**config.mk**
```make
export PLATFORM = sky130hd
export DESIGN_NAME = sample_collector
export DESIGN_NICKNAME = d
export VERILOG_FILES = /design/src/rtl/sample_collector.sv
export SDC_FILE = /design/constraint.sdc
export NUM_CORES = 2
export LEC_CHECK = 0
export BUFFER_PORTS_ARGS = -buffer_cell sky130_fd_sc_hd__buf_4
export CORE_ASPECT_RATIO = 1.1
export CORE_MARGIN = 2
export CORE_UTILIZATION = 48
export CTS_BUF_LIST = sky130_fd_sc_hd__clkbuf_8
export DETAILED_ROUTE_END_ITERATION = 8
export GPL_TIMING_DRIVEN = 0
export PLACE_DENSITY_LB_ADDON = 0.3
export RECOVER_POWER = 50
export SYNTH_ARGS = -nofsm -noshare
export SYNTH_HDL_FRONTEND = slang
export SYNTH_SLANG_ARGS = --single-unit
export TNS_END_PERCENT = 50
```
**constraint.sdc**
```tcl
create_clock -name clk -period 11.8 [get_ports clk]
set_input_delay 2.36 -clock clk [delete_from_list [all_inputs] [get_ports clk]]
set_output_delay 2.36 -clock clk [all_outputs]
set_load 0.02 [all_outputs]
```
**src/rtl/sample_collector.sv**
```systemverilog
// Round-robin poller for the shared sample-readback bus. Captures each polled
// channel's word and queues it in a FWFT FIFO when its sample count advances.
module sample_collector #(
  parameter int NUM_CHANNELS = 16,
  parameter int FIFO_DEPTH   = 64
) (
  input  logic                          clk,
  input  logic                          reset_n,
  input  logic                          enable,
  input  logic [NUM_CHANNELS-1:0]       channel_mask,
  output logic                          output_sample,
  output logic [7:0]                    channel_select,
  input  logic [31:0]                   sample_data,
  input  logic                          fifo_rd,
  output logic [31:0]                   fifo_data,
  output logic                          fifo_empty,
  output logic                          fifo_full,
  output logic [$clog2(FIFO_DEPTH):0]   fifo_count,
  output logic                          overflow,
  input  logic                          overflow_clr,
  output logic [15:0]                   error_count
);

  localparam int AW = $clog2(FIFO_DEPTH);
  localparam int CW = AW + 1;
  localparam int IW = (NUM_CHANNELS > 1) ? $clog2(NUM_CHANNELS) : 1;
  localparam logic [14:0] MARKER = {12'hABC, 3'b111};

  typedef enum logic [1:0] {IDLE, REQ, WAIT, CAPT} state_t;

  state_t      state_reg, state_next;
  logic [7:0]  ptr_reg, ptr_next;
  logic [IW-1:0] ptr_idx;
  logic [7:0]  lowest_idx, next_idx;
  logic        mask_any;
  logic        clear_seen;
  logic        output_sample_reg;

  logic [31:0] cap_reg;
  logic [14:0] cap_cnt;
  logic        cap_valid;
  logic        unused_cap_msb;

  logic [NUM_CHANNELS-1:0] seen_reg;
  logic [14:0] last_cnt_reg [NUM_CHANNELS];

  logic [31:0] mem [FIFO_DEPTH];
  logic [AW-1:0] wr_ptr_reg, rd_ptr_reg;
  logic [CW-1:0] count_reg, count_next;
  logic        push_req, push, drop, pop;
  logic        overflow_reg;
  logic [15:0] error_count_reg;

  assign mask_any = |channel_mask;
  assign ptr_idx  = ptr_reg[IW-1:0];

  // Descending scans: the last hit is the smallest qualifying index.
  always_comb begin
    lowest_idx = '0;
    for (int i = NUM_CHANNELS - 1; i >= 0; i--) begin
      if (channel_mask[i]) lowest_idx = 8'(i);
    end
    next_idx = lowest_idx;
    for (int i = NUM_CHANNELS - 1; i >= 0; i--) begin
      if (channel_mask[i] && (8'(i) > ptr_reg)) next_idx = 8'(i);
    end
  end

  always_comb begin
    state_next = state_reg;
    ptr_next   = ptr_reg;
    clear_seen = 1'b0;
    unique case (state_reg)
      IDLE: begin
        if (enable && mask_any) begin
          state_next = REQ;
          ptr_next   = lowest_idx;
          clear_seen = 1'b1;
        end
      end
      REQ:  state_next = WAIT;
      WAIT: state_next = CAPT;
      CAPT: begin
        if (mask_any) ptr_next = next_idx;
        state_next = (enable && mask_any) ? REQ : IDLE;
      end
      default: state_next = IDLE;
    endcase
  end

  always_ff @(posedge clk) begin
    if (!reset_n) begin
      state_reg         <= IDLE;
      ptr_reg           <= '0;
      output_sample_reg <= 1'b0;
      cap_reg           <= '0;
    end else begin
      state_reg         <= state_next;
      ptr_reg           <= ptr_next;
      output_sample_reg <= (state_next == REQ);
      if (state_reg == WAIT) cap_reg <= sample_data;
    end
  end

  assign output_sample  = output_sample_reg;
  assign channel_select = ptr_reg;

  assign cap_cnt        = cap_reg[30:16];
  assign cap_valid      = (cap_reg[15:1] == MARKER);
  assign unused_cap_msb = cap_reg[31];

  assign push_req = (state_reg == CAPT) && cap_valid &&
                    (!seen_reg[ptr_idx] || (cap_cnt != last_cnt_reg[ptr_idx]));
  // Full is judged on the pre-pop state, so a simultaneous pop cannot make room.
  assign push     = push_req && !fifo_full;
  assign drop     = push_req && fifo_full;
  assign pop      = fifo_rd && !fifo_empty;

  always_ff @(posedge clk) begin
    if (!reset_n) begin
      seen_reg <= '0;
      for (int i = 0; i < NUM_CHANNELS; i++) last_cnt_reg[i] <= '0;
    end else if (clear_seen) begin
      seen_reg <= '0;
    end else if (push) begin
      seen_reg[ptr_idx]     <= 1'b1;
      last_cnt_reg[ptr_idx] <= cap_cnt;
    end
  end

  always_comb begin
    count_next = count_reg;
    if (push && !pop)      count_next = count_reg + CW'(1);
    else if (pop && !push) count_next = count_reg - CW'(1);
  end

  always_ff @(posedge clk) begin
    if (push) mem[wr_ptr_reg] <= {ptr_reg, 8'h00, cap_cnt, cap_reg[0]};
  end

  always_ff @(posedge clk) begin
    if (!reset_n) begin
      wr_ptr_reg      <= '0;
      rd_ptr_reg      <= '0;
      count_reg       <= '0;
      overflow_reg    <= 1'b0;
      error_count_reg <= '0;
    end else begin
      if (push) wr_ptr_reg <= wr_ptr_reg + AW'(1);
      if (pop)  rd_ptr_reg <= rd_ptr_reg + AW'(1);
      count_reg <= count_next;
      if (drop)              overflow_reg <= 1'b1;
      else if (overflow_clr) overflow_reg <= 1'b0;
      if ((state_reg == CAPT) && !cap_valid && (error_count_reg != 16'hFFFF))
        error_count_reg <= error_count_reg + 16'd1;
    end
  end

  assign fifo_empty  = (count_reg == '0);
  assign fifo_full   = (count_reg == CW'(FIFO_DEPTH));
  assign fifo_count  = count_reg;
  assign fifo_data   = fifo_empty ? 32'h0 : mem[rd_ptr_reg];
  assign overflow    = overflow_reg;
  assign error_count = error_count_reg;

endmodule

```
# Word level (Yosys, flattened, before mapping)
# Memory sizes are Yosys's and may differ from the RTL's. A register that Yosys moved wholly into a read port is not among the register bits.
# Index checks and enable logic that the tools add are counted.
op_classes:
  n_addsub: 5
  order_cmp: 18
  eq_ne: 10
  mux: 62
  bitwise: 2
  n_reduce_logical: 43
op_table:
  columns: ["op", "count"]
  rows:
  - ["$mux 8", 33]
  - ["$gt 4x8->1 const A", 8]
  - ["$gt 3x8->1 const A", 4]
  - ["$mux 32", 1]
  - ["$logic_and 1x1->1", 27]
  - ["$add 16x1->16 const B", 1]
  - ["$gt 1x8->1 const A", 2]
  - ["$gt 2x8->1 const A", 2]
  - ["$mux 4", 4]
  - ["$ne 16x16->1 const B", 1]
  - ["$or 16x16->16", 1]
  - ["$pmux 8 s2", 1]
  - ["$reduce_or 16->1", 1]
  - ["$eq 15x15->1 const B", 1]
  - ["$mux 15", 1]
  - ["$ne 15x15->1", 1]
  - ["$reduce_or 15->1", 1]
  - ["$mux 1", 14]
  - ["$mux 7", 2]
  - ["$add 6x1->6 const B", 2]
  - ["$mux 6", 2]
  - ["$pmux 2 s4", 1]
  - ["$add 7x1->7 const B", 1]
  - ["$eq 7x7->1 const B", 1]
  - ["17 further kinds", 27]
word_totals:
  ff_bits: 94
  ram_bits: 1776
  input_bits: 53
  output_inout_bits: 67
  wordCells: 152
  mem_count: 2
mem_list:
  columns: ["memory", "words", "word_bits", "read_ports", "rd_clocked_by_memory_dff", "write_ports", "line", "text"]
  rows:
  - ["mem", 64, 24, 1, 1, 1, "47", "logic [31:0] mem [FIFO_DEPTH];"]
  - ["last_cnt_reg", 16, 15, 1, 1, 16, "45", "logic [14:0] last_cnt_reg [NUM_CHANNELS];"]

# Logic depth before layout (Yosys ltp)
depth:
  word_depth: 36
  mapped_depth: 25
  mapped_depth_nobuf: 20

# Least setup slack after synthesis
# No wires, ideal clock.
synth_path:
  path_type: "register to register"
  from: "register ptr_reg[0], in the netlist channel_select[0]"
  to: "memory mem[56][0] in the netlist's numbering, enable pin"
  setup_time_ns: 0.448
  t_arrival_ns: 5.285
  required_ns: 11.352
  slack_ns: 6.066
  stages_incl_launch_ff: 12
  path_buffers: 3
  period_less_slack_ns: 5.734
  cell_sequence: "dfxtp_1 > clkbuf_1 > mux4_2 > mux2i_1 > mux2i_1 > o21ai_0 > nor4_2 > a41oi_4 > nand2_8 > buf_6 > buf_2 > nor4_1"
synth_between:
  elab_chain_cells: 8
synth_lines:
  columns: ["element", "line", "text"]
  rows:
  - ["from (decl)", "32", "logic [7:0] ptr_reg, ptr_next;"]
  - ["from (signal assigned)", "99", "ptr_reg <= ptr_next;"]
  - ["$bmux 1 s4", "113", "(!seen_reg[ptr_idx] || (cap_cnt != last_cnt_reg[ptr_idx]));"]
  - ["$mux 1 (implied by the code)", "113", null]
  - ["$logic_not 1->1", "113", null]
  - ["$logic_or 1x1->1", "113", null]
  - ["$logic_and 1x1->1", "112", "assign push_req = (state_reg == CAPT) && cap_valid &&"]
  - ["$logic_and 1x1->1", "115", "assign push = push_req && !fifo_full;"]
  - ["$mux 1", "138", "if (push) mem[wr_ptr_reg] <= {ptr_reg, 8'h00, cap_cnt, cap_reg[0]};"]
  - ["$mux 1 (implied by the code)", "138", null]
  - ["to (decl)", "47", null]
# No other way between the ends. The select of a mux whose other input is x is not followed.

==> summary.txt <==
Timing
  • Min Tclk post-route: 7870 ps
  • Final Max Tran Viols: 1,074
  • Fin Setup TNS: 0 ps
  • Hold Vio Cnt, Final: 0
  • RSZ-0062 raised after global routing: no
  • Setup violations, final: 0
  • Worst rel slew slack: -74.3%
  • Slew @ Worst Pin: 2610 ps
  • Setup Skew: 89.7 ps
  • Post-route clock period utilization: 66.7%
  • Final worst slack: 3930 ps
  • Hold slack: 450 ps
  • Fmax: 127 MHz

Finish
  • Filler cell count: 10,200
  • Layout net count: 3,788
  • Layout cell share with drive strength beyond 1: 28.9%
  • Multi-input gate area: 16,500 um2
  • Area grow syn2layout: 13.9%
  • Max FFs per register: 1,280
  • Register area: 47,600 um2

Detailed routing
  • DRT Pass-1 Iters: 5
  • Vias per cell: 5.80
  • Antenna Violating Nets Remaining: 0
  • Drt first-iter violations: 3,313
  • Wirelength per Cell: 27.5 um
  • Drt total wl: 157,000 um
  • DRC: 0
  • Via count: 33,000

Placement
  • RD Place Congestion: 0.868
  • Placement Setup Slack: 4860 ps
  • Port buffer count: 102
  • Hpwl dp: 108,000 um

Pwr
  • Tot Pwr: 14.3 mW
  • Power Dens Cells: 193 nW/um2
  • LEAKAGE: 24.1 nW
  • Peak VDD IR: 0.000134 V

Floorplanning
  • CORE AREA: 135,000 um2
  • Die Y: 390 um
  • Row count: 141
  • Overall die width: 355 um
  • # IOs: 120
  • DIE AREA: 139,000 um2
  • Initial Util: 48.4%

Critical path
  • CP required: 9440 ps
  • CP peak stage delay: 910 ps
  • FF-to-FF End: fifo_count[6]$_SDFFE_PN0P_
  • CP delay by family, top: buffers and inverters
  • Worst r2r path cells: 19
  • Reg2reg start: cap_reg[18]$_SDFFE_PN0N_
  • Crit-path cells: clkbuf_1 -> clkbuf_1 -> clkbuf_1 -> mux4_2 -> mux4_2 -> mux4_2 -> nor2b_1 -> buf_4
  • CP Class: reg2out
  • Worst Path Max Fanout: 10
  • Startpoint types: flip-flop
  • CP max-delay cell: clkbuf_1
  • CP endpoint kind: primary output
  • Crit path buf inv count: 4
  • R2R Setup Slk: 3950 ps
  • Critical Path AT: 5510 ps

Synth
  • Sequential area share after synthesis: 73.1%
  • Synth Flop Type: edfxtp_1
  • Area leader, netlist: edfxtp_1
  • Post-synth EDFFs: 1,520
  • Asr flop ratio synth: 0%
  • Distinct cells, synth: 63
  • Top cells by area, synth: edfxtp_1 (70%), mux4_2 (17%), dfxtp_1 (3.1%), and2_1 (2.4%), mux2i_1 (1.1%)
  • Mapped Cells: 3,154
  • Synth Register Bits: 1,620
  • Post-Syn Area: 65,200 um2
  • Ys Warns: 0
  • Post-Syn Area per Cell: 20.7 um2
  • Area share of the largest cell type after synthesis: 70.0%

Clocking
  • CTS Buf Count: 275
  • Post-CTS Setup Inserts: 0
  • TritonCTS clock tree: done
  • Hold Buf Count CTS: 0
  • Post-CTS sizing: 0
  • Clk buf depth: 4
  • Clk_lat worst skew: 990 ps
  • H-tree depth: 5
  • Worst-path clk slew: 60 ps
  • CTS Sinks: 1,620
  • CTS root buffer: clkbuf_8

Global route
  • Antenna violations before repair: 4
  • Largest net degree at the start of global routing: 60
  • GRT Total Usage: 22.9%
  • Vias in the first global route: 33,600
  • Global-route wire length before repair: 228,000 um
  • Gr ovfl total: 0

Hold path
  • Min-delay worst type: reg2reg
  • Hold path endpoint: seen_reg[3]$_SDFFE_PP0P_
  • Worst Hold Depth: 1
  • Hold Crit Start: seen_reg[3]$_SDFFE_PP0P_

Outcome
  • Failing checks: capacitance limit, slew limit
  • Status: finished with violations

Job
  • Max cap viols: 36
==> worst register-to-register path: cells and delay by family, from the launching register on <==
kind | cells | cell delay (ps)
fa+ha+maj | 2 | 610
simple gates | 3 | 940
compound gates | 6 | 1520
buf+inv | 6 | 3260
xor+xnor | 2 | 350
flops | 1 | 1100
==> report_power, final <==
group          internal [mW]  switching [mW]
clock network           2.33            2.14
logic                   1.27            1.77
registers               6.66           0.156
==> final cells by class <==
class	instances	area share, %
tap	1787	3.01
inverter	18	0.0910
multi-input combinational	1303	22.2
sequential	1620	64.2
clock inverter	172	1.13
antenna	2	0.00674
clock buffer	282	5.23
timing repair buffer	275	2.88
buffer	228	1.34
==> per-stage QoR <==
stage,utilization [%],area (um2),instances
floorplan,-,65200,3169
CTS,55.8,75200,5685
global placement,50.7,68200,5058
detailed placement,52.3,70500,5231
finish,55.2,74300,5687
global route,55.2,74300,5686
==> placed cells by master, fill, tap and decap left out, types with 36 or more instances in the layout <==
cell type,synthesis,layout
and2_0,0,89
and2_1,245,156
buf_1,52,48
buf_4,24,187
buf_6,16,50
clkbuf_1,119,196
clkbuf_8,0,282
clkinv_1,1,60
dfxtp_1,100,100
edfxtp_1,1520,1520
inv_1,17,100
mux2i_1,69,69
mux4_2,486,486
nand2_1,36,36
nor2_1,104,102
==> synth_stat cells (16+ instances only) <==
master	n
a21o_1	20
a21oi_1	28
and2_1	245
buf_1	52
buf_4	24
buf_6	16
clkbuf_1	119
dfxtp_1	100
edfxtp_1	1520
inv_1	17
mux2i_1	69
mux4_2	486
nand2_1	36
nand2b_1	28
nor2_1	104
nor2b_1	30
nor3_1	28
nor4_1	36
nor4_4	17
o21ai_0	21
xor2_1	31
==> cells by family (layout without fill, tap and decap cells) <==
logic type | count (synthesis) | count (layout) | synth area share, %
other | 1 | 18 | 0.00575
buffers and inverters | 246 | 975 | 1.81
multiplexers | 556 | 556 | 17.9
AND/OR/NAND/NOR | 574 | 574 | 5.37
AO/OA/AOI/OAI | 100 | 100 | 0.998
flip-flops | 1620 | 1620 | 73.1
XOR/XNOR | 43 | 43 | 0.578
adder cells (fa/ha/maj) | 14 | 14 | 0.280
==> per-layer routing <==
layer	track usage, %	share of wire, %	vias to the layer above
met5	0	0.015	-
met4	8.40	3.5	4
met2	37.6	50	1495
met1	30.3	38	17200
li1	-	-	14000
met3	4.77	8.1	300
==> how the worst max path moves through the flow <==
stage / startpoint / to / depth (start not counted)
3_5_place_dp: flip-flop / fifo_data[27] / 8
5_1_grt: cap_reg[18]$_SDFFE_PN0N_ / fifo_count[6]$_SDFFE_PN0P_ / 19
6_report: flip-flop / fifo_data[27] / 8
4_1_cts: flip-flop / fifo_data[27] / 8
2_1_floorplan: channel_select[0]$_SDFFE_PN0P_ / mem[56][0]$_DFFE_PP_ / 11
3_3_place_gp: channel_select[0]$_SDFFE_PN0P_ / mem[50][3]$_DFFE_PP_ / 11
Note: power is estimated with default switching activity, not from simulation.
